[src/rtl/adder_pkg.sv]
// Shared definitions for the pipelined carry-lookahead adder: stage count, parameter checks,
// and the per-stage beat record.
package adder_pkg;

  // Widest operand a beat record can carry; N above this is rejected.
  localparam int unsigned MaxW = 256;

  function automatic int unsigned stage_count(input int unsigned n, input int unsigned b);
    return (b == 0) ? 1 : n / b;
  endfunction

  function automatic bit params_ok(input int unsigned n, input int unsigned b);
    return (b >= 1) && (b <= n) && (n % b == 0) && (n <= MaxW);
  endfunction

  // Sum blocks fill in from the bottom as the beat walks down the pipeline.
  typedef struct packed {
    logic            valid;
    logic [MaxW-1:0] sum;
    logic            carry;
    logic            ovf;
  } beat_t;

endpackage

[src/rtl/adder_cla_pipe_if.sv]
// Operand/result handshake bundle for adder_cla_pipe.
// o_ovf exists only when ADDER_CLA_PIPE_OVF_EN is defined.
interface adder_cla_pipe_if #(
  parameter int unsigned N = 32
);
  logic         i_valid;
  logic         i_ready;
  logic [N-1:0] i_a;
  logic [N-1:0] i_b;
  logic         i_ci;
  logic         i_sub;
  logic         o_valid;
  logic         o_ready;
  logic [N-1:0] o_s;
  logic         o_co;
`ifdef ADDER_CLA_PIPE_OVF_EN
  logic         o_ovf;
`endif

  modport master (
    output i_valid, i_a, i_b, i_ci, i_sub, o_ready,
    input  i_ready, o_valid, o_s, o_co
`ifdef ADDER_CLA_PIPE_OVF_EN
    , input o_ovf
`endif
  );

  modport slave (
    input  i_valid, i_a, i_b, i_ci, i_sub, o_ready,
    output i_ready, o_valid, o_s, o_co
`ifdef ADDER_CLA_PIPE_OVF_EN
    , output o_ovf
`endif
  );

endinterface

[src/rtl/adder_cla_blk.sv]
// Combinational B-bit carry-lookahead block with group propagate/generate outputs.
module adder_cla_blk #(
  parameter int unsigned B = 8
) (
  input  logic [B-1:0] a,
  input  logic [B-1:0] b,
  input  logic         ci,
  output logic [B-1:0] s,
  output logic         co,
  output logic         p_all,
  output logic         g_all
);
  logic [B-1:0] p;
  logic [B-1:0] g;
  logic [B:0]   c;
  logic         gen_pre;
  logic         prop_pre;

  assign p = a ^ b;
  assign g = a & b;

  // Each carry is the prefix generate over lower bits plus prefix propagate of ci.
  always_comb begin
    gen_pre  = 1'b0;
    prop_pre = 1'b1;
    c        = '0;
    c[0]     = ci;
    for (int i = 0; i < B; i++) begin
      gen_pre  = g[i] | (p[i] & gen_pre);
      prop_pre = prop_pre & p[i];
      c[i+1]   = gen_pre | (prop_pre & ci);
    end
  end

  assign s     = p ^ c[B-1:0];
  assign co    = c[B];
  assign p_all = prop_pre;
  assign g_all = gen_pre;

endmodule

[src/rtl/adder_cla_pipe.sv]
// Pipelined adder/subtractor: one B-bit lookahead block per stage, carry registered between
// stages, operands skewed and sums de-skewed. Signed overflow under ADDER_CLA_PIPE_OVF_EN.
module adder_cla_pipe
  import adder_pkg::*;
#(
  parameter int unsigned N = 32,
  parameter int unsigned B = 8
) (
  input logic             clk,
  input logic             rst_n,
  adder_cla_pipe_if.slave bus
);
  localparam int unsigned S = stage_count(N, B);

  if (!params_ok(N, B)) begin : g_param_err
    $error("adder_cla_pipe: N must be a multiple of B with 1 <= B <= N");
  end

  logic         en;
  logic [N-1:0] b_xf;
  logic         c0;
  logic [N-1:0] a_q [S];
  logic [N-1:0] b_q [S];
  beat_t        beat_q [S];
  logic [S-1:0] unused_p;
  logic [S-1:0] unused_g;

  assign en          = ~beat_q[S-1].valid | bus.o_ready;
  assign bus.i_ready = en;
  assign b_xf        = bus.i_sub ? ~bus.i_b : bus.i_b;
  assign c0          = bus.i_ci ^ bus.i_sub;

  for (genvar k = 0; k < S; k++) begin : g_stage
    logic [N-1:0] a_in;
    logic [N-1:0] b_in;
    beat_t        beat_in;
    beat_t        beat_d;
    logic [B-1:0] s_blk;
    logic         co_blk;

    if (k == 0) begin : g_src
      assign a_in = bus.i_a;
      assign b_in = b_xf;
      always_comb begin
        beat_in       = '0;
        beat_in.valid = bus.i_valid;
        beat_in.carry = c0;
      end
    end else begin : g_src
      assign a_in    = a_q[k-1];
      assign b_in    = b_q[k-1];
      assign beat_in = beat_q[k-1];
    end

    adder_cla_blk #(
      .B(B)
    ) u_blk (
      .a    (a_in[k*B +: B]),
      .b    (b_in[k*B +: B]),
      .ci   (beat_in.carry),
      .s    (s_blk),
      .co   (co_blk),
      .p_all(unused_p[k]),
      .g_all(unused_g[k])
    );

    always_comb begin
      beat_d               = beat_in;
      beat_d.sum[k*B +: B] = s_blk;
      beat_d.carry         = co_blk;
`ifdef ADDER_CLA_PIPE_OVF_EN
      if (k == S - 1) begin
        beat_d.ovf = (a_in[N-1] == b_in[N-1]) & (s_blk[B-1] != a_in[N-1]);
      end
`endif
    end

    always_ff @(posedge clk or negedge rst_n) begin
      if (!rst_n) begin
        beat_q[k] <= '0;
        a_q[k]    <= '0;
        b_q[k]    <= '0;
      end else if (en) begin
        beat_q[k] <= beat_d;
        a_q[k]    <= a_in;
        b_q[k]    <= b_in;
      end
    end
  end

  assign bus.o_valid = beat_q[S-1].valid;
  assign bus.o_s     = beat_q[S-1].sum[N-1:0];
  assign bus.o_co    = beat_q[S-1].carry;

  // Last stage's operand copies and the record's spare sum bits feed nothing.
  logic unused_tail;
`ifdef ADDER_CLA_PIPE_OVF_EN
  assign bus.o_ovf   = beat_q[S-1].ovf;
  assign unused_tail = ^{a_q[S-1], b_q[S-1], beat_q[S-1].sum >> N, unused_p, unused_g};
`else
  assign unused_tail = ^{a_q[S-1], b_q[S-1], beat_q[S-1].sum >> N, beat_q[S-1].ovf,
                         unused_p, unused_g};
`endif

endmodule

[src/flat_wrapper.sv]
// flat-port wrapper written by rule: the top's interface ports become plain ports
module adder_cla_pipe_flat import adder_pkg::*;
#(
  parameter int unsigned N = 32,
  parameter int unsigned B = 8
)
  (clk, rst_n, bus_i_valid, bus_i_a, bus_i_b, bus_i_ci, bus_i_sub, bus_o_ready, bus_i_ready, bus_o_valid, bus_o_s, bus_o_co);
  adder_cla_pipe_if #(.N(N)) bus_i ();
  input logic clk;
  input logic rst_n;
  input wire logic [$bits(bus_i.i_valid)-1:0] bus_i_valid;
  input wire logic [$bits(bus_i.i_a)-1:0] bus_i_a;
  input wire logic [$bits(bus_i.i_b)-1:0] bus_i_b;
  input wire logic [$bits(bus_i.i_ci)-1:0] bus_i_ci;
  input wire logic [$bits(bus_i.i_sub)-1:0] bus_i_sub;
  input wire logic [$bits(bus_i.o_ready)-1:0] bus_o_ready;
  output wire logic [$bits(bus_i.i_ready)-1:0] bus_i_ready;
  output wire logic [$bits(bus_i.o_valid)-1:0] bus_o_valid;
  output wire logic [$bits(bus_i.o_s)-1:0] bus_o_s;
  output wire logic [$bits(bus_i.o_co)-1:0] bus_o_co;
  assign bus_i.i_valid = bus_i_valid;
  assign bus_i.i_a = bus_i_a;
  assign bus_i.i_b = bus_i_b;
  assign bus_i.i_ci = bus_i_ci;
  assign bus_i.i_sub = bus_i_sub;
  assign bus_i.o_ready = bus_o_ready;
  assign bus_i_ready = bus_i.i_ready;
  assign bus_o_valid = bus_i.o_valid;
  assign bus_o_s = bus_i.o_s;
  assign bus_o_co = bus_i.o_co;
  adder_cla_pipe #(.N(N), .B(B)) u_core (.clk(clk), .rst_n(rst_n), .bus(bus_i));
endmodule
[config.mk]
export PLATFORM = sky130hd
export DESIGN_NAME = adder_cla_pipe_flat
export DESIGN_NICKNAME = d
export VERILOG_FILES = /design/src/rtl/adder_pkg.sv /design/src/rtl/adder_cla_pipe_if.sv /design/src/rtl/adder_cla_blk.sv /design/src/rtl/adder_cla_pipe.sv /design/src/flat_wrapper.sv
export SDC_FILE = /design/constraint.sdc
export NUM_CORES = 1
export LEC_CHECK = 0
export ABC_AREA = 1
export BUFFER_PORTS_ARGS = -buffer_cell sky130_fd_sc_hd__buf_2
export CORE_MARGIN = 2
export CORE_UTILIZATION = 40
export DETAILED_ROUTE_END_ITERATION = 8
export SETUP_SLACK_MARGIN = 0.05
export SLEW_MARGIN = 20
export SYNTH_ARGS = -nofsm -noshare
export SYNTH_HDL_FRONTEND = slang
export SYNTH_SLANG_ARGS = --single-unit
export TNS_END_PERCENT = 10
[constraint.sdc]
create_clock -name clk -period 3.9 [get_ports clk]
set_input_delay 0.39 -clock clk [delete_from_list [all_inputs] [get_ports clk]]
set_output_delay 0.39 -clock clk [all_outputs]
set_load 0.02 [all_outputs]
==> results.sh <==
export IMPL_drc=0
export IMPL_synthMuxAreaShare_pct=0
export IMPL_yosys_top_cells_area="dfrtp_1 (53%), nand2_1 (20%), o21ai_0 (4.7%)"
export IMPL_tns_ps=0
export IMPL_run_status="finished clean"
export IMPL_synth_cell_area_mm2=0.00865
export IMPL_synthXorXnorAreaFrac_pct=4.97
export IMPL_drt_iter0_markers=395
export IMPL_path_buf_inv=3
export IMPL_ys_types=25
export IMPL_finalCritPeriodShare_pct=54.0
export IMPL_pwr_density_cell_mw_per_mm2=800
export IMPL_cts_hold_buf=0
export IMPL_max_freq_mhz=475
export IMPL_cts_buffer_depth=2
export IMPL_synth_top_area_share_pct=53.2
export IMPL_synthCells=1010
export IMPL_antenna_cells=0
export IMPL_yosysWarnings=0
export IMPL_ys_ff_latch=184
export IMPL_yosysTopAreaCell="dfrtp_1"
export IMPL_hp_class="input port to asynchronous set/reset pin"
export IMPL_syn_nets=1116
export IMPL_grt_use_total_pct=15.9
export IMPL_period_minus_slack_ps=2100
export IMPL_start_util_pct=40.9
export IMPL_cp_cell_sequence="inv_1 > nor2_4 > inv_4 > buf_2"
export IMPL_dieArea_mm2=0.0228
export IMPL_cpLargestDelayFamily="buffers and inverters"
export IMPL_hpwl_um=10900
export IMPL_cts_tree="built"
export IMPL_p_leak_uw=0.00511
export IMPL_cts_clk_slew_worst_paths_ps=70
export IMPL_drive_gt1_share_pct=14.0
export IMPL_routed_wl_um=16700
export IMPL_p_sw_share_pct=38.9
export IMPL_nets=1169
export IMPL_intPower_uw=4770
export IMPL_critPathCaptureType="output pin"
export IMPL_hold_violations=0
export IMPL_grt_max_degree=221
export IMPL_viasPerCell=4.51
export IMPL_cts_sinks=184
export IMPL_h_tree_depth=4
export IMPL_fp_row_count=53
export IMPL_die_w_um=151
export IMPL_crit_slowest_cell="inv_4"
export IMPL_port_buffers=104
export IMPL_avgSynthCellArea_um2=8.57
export IMPL_grt_first_pass_wirelength_um=29000
export IMPL_synth_top_family_by_area="simple AND/OR/NAND/NOR gates"
export IMPL_crit_type="flop to output pin"
export IMPL_grt_use_met1_pct=24.2
export IMPL_setup_viol=0
export IMPL_finalPower_uw=7810
export IMPL_vias=6099
export IMPL_slew_headroom_pct=39.8
export IMPL_grt_pass1_vias=5919
export IMPL_ys_seq_area_share_pct=53.2
export IMPL_areaGrowthSynthToFinish_pct=12.8
export IMPL_start_kind="flop"
export IMPL_worst_slew_pin_slew_ps=903
export IMPL_cp_max_fo=62
export IMPL_grt_antenna_before_repair=0
export IMPL_finalClockSkew_ps=14.2
export IMPL_antenna_left=0
export IMPL_clock_tree_root_cell="clkbuf_16"
export IMPL_post_drt_wl_per_cell_um=12.3
export IMPL_gr_total_overflow=0
export IMPL_firstDrtPassIters=4
export IMPL_utilization_pct=46.1
export IMPL_ir_drop_uv=318
export IMPL_core_area_mm2=0.0212
export IMPL_seq_power_share_pct=41.4
export IMPL_slowest_delay_ps=460
export IMPL_reg2reg_slack_ps=1950
export IMPL_post_cts_buffers=0
export IMPL_final_max_slew_violation_count=0
export IMPL_crit_arrival_ps=1710
export IMPL_cts_resized=0
export IMPL_stdcell_count=1351
export IMPL_drv_cap=0
export IMPL_met3_usage_pct=3.10
export IMPL_p_switching_uw=3040
export IMPL_rsz0062_at_grt="no"
export IMPL_cts_buffers=17
export IMPL_power_share_clock_pct=22.1
export IMPL_synth_simple_gate_area_share_pct=23.4
export IMPL_ioPinCount=105
export IMPL_place_congestion=0.794
export IMPL_die_y_um=151
export IMPL_place_inst=1319
export IMPL_grt_met2_usage_pct=23.2
export IMPL_synth_compound_area_share_pct=5.32
export IMPL_p_comb_share_pct=36.5
export IMPL_top_usage_layer="met1"
export IMPL_synthAdderAreaFrac_pct=5.55
export IMPL_worstPathRequired_ps=3510
export IMPL_insertion_delay_ps=420
-- per-layer routing --
| layer | vias to the layer above | share of wire, % |
|---|---|---|
| met2 | 74 | 42 |
| met1 | 2789 | 55 |
| met3 | 4 | 2.6 |
| met4 | 0 | 0.44 |
| li1 | 3232 | - |
| met5 | - | 0 |
-- worst register-to-register path, cell delays in order (launching register included) --
cell,delay (ps)
dfrtp_1,390
ha_1,360
nand2_1,90
nand2_1,60
nand2_1,60
nand2_1,50
nand2_1,70
nand3_1,90
nand2_1,100
nand2_1,80
nand2_1,80
nand2_1,50
nand2_1,90
nand3b_1,80
nand3_1,130
nand2_1,60
-- synthesized netlist by cell type --
| cell | instances |
|---|---|
| nand4_1 | 4 |
| buf_4 | 32 |
| xor2_4 | 1 |
| a31o_2 | 1 |
| nand3b_1 | 5 |
| a31oi_1 | 5 |
| a21oi_1 | 1 |
| o21ai_0 | 82 |
| nand3_2 | 1 |
| xnor2_1 | 34 |
| dfrtp_1 | 184 |
| nand2_2 | 2 |
| o21ai_1 | 1 |
| xor2_1 | 12 |
| fa_1 | 4 |
| buf_2 | 16 |
| ha_1 | 32 |
| nor2_1 | 19 |
| clkbuf_1 | 26 |
| buf_6 | 1 |
| or2_2 | 3 |
| nand2_1 | 461 |
| inv_1 | 58 |
| buf_1 | 1 |
| nand3_1 | 24 |
-- cells by family (layout without fill, tap and decap cells) --
logic type	Yosys count	in the layout
AOI/OAI and AO/OA	90	90
xor gates and xnor gates	47	47
adders and majority gates	36	36
buffers and inverters	134	200
DFF	184	184
and+or+nand+nor	519	519
-- placed cells by master, fill, tap and decap left out, types with 2 or more instances in the layout --
cell type / count
nor2_1: 18
buf_2: 103
xor2_1: 12
nand3_1: 24
dfrtp_1: 184
nand2_1: 461
ha_1: 32
nand4_1: 4
or2_2: 3
bufinv_16: 2
inv_1: 57
buf_12: 2
fa_1: 4
clkbuf_16: 17
nand2_2: 2
o21ai_0: 82
clkinvlp_4: 3
xnor2_1: 34
buf_4: 4
a31oi_1: 5
nand3b_1: 5
inv_6: 6
-- per-stage QoR --
| stage | area [µm²] | setup slack [ps] | hold WS (ps) |
|---|---|---|---|
| 2_1_floorplan | 8650 | 1700 | 94.4 |
| 3_3_place_gp | 9170 | 1690 | 446 |
| 3_5_place_dp | 9170 | 1630 | 451 |
| 4_1_cts | 9760 | 1760 | 104 |
| 5_1_grt | 9760 | 1650 | 135 |
| 6_report | 9760 | 1800 | 40.4 |
-- final timing paths --
path,start,to,cells after the start
worst max-delay path,u_core.bus.o_valid,bus_i_ready,4
max in group asynchronous,rst_n,u_core.bus.o_s[21],2
worst max register to register,u_core.g_stage[1].b_in[9],u_core.beat_q[535],15
min in group clk,bus_i_a[13],u_core.g_stage[1].a_in[13],3
worst min-delay path,rst_n,u_core.bus.o_s[24],1
worst min register to register,u_core.beat_q[522],u_core.beat_q[263],2
-- layout make-up --
type	instances	area, µm²
clock buffers	18	429
clock inverters	14	160
fillers	2122	11400
inverters	58	220
multi-input cells	692	3400
flip-flops and latches	184	4600
well taps	275	344
repair buffers	110	599
-- sequential cells by signal (all words and copies together) (netlist names) --
register	count
u_core.beat_q	54
u_core.bus.o_s	32
u_core.g_stage.b_in	48
u_core.bus.o_co	1
u_core.g_stage.a_in	48
u_core.bus.o_valid	1
-- power groups by stage --
stage / Clock, µW / Combinational [µW] / Sequential, µW
global route: 1860 / 3360 / 3350
floorplan: 0 / 2400 / 3140
global placement: 0 / 2850 / 3260
detailed placement: 0 / 2880 / 3270
finish: 1720 / 2850 / 3240
CTS: 1780 / 2900 / 3240
Note: power is estimated with default switching activity, not from simulation.
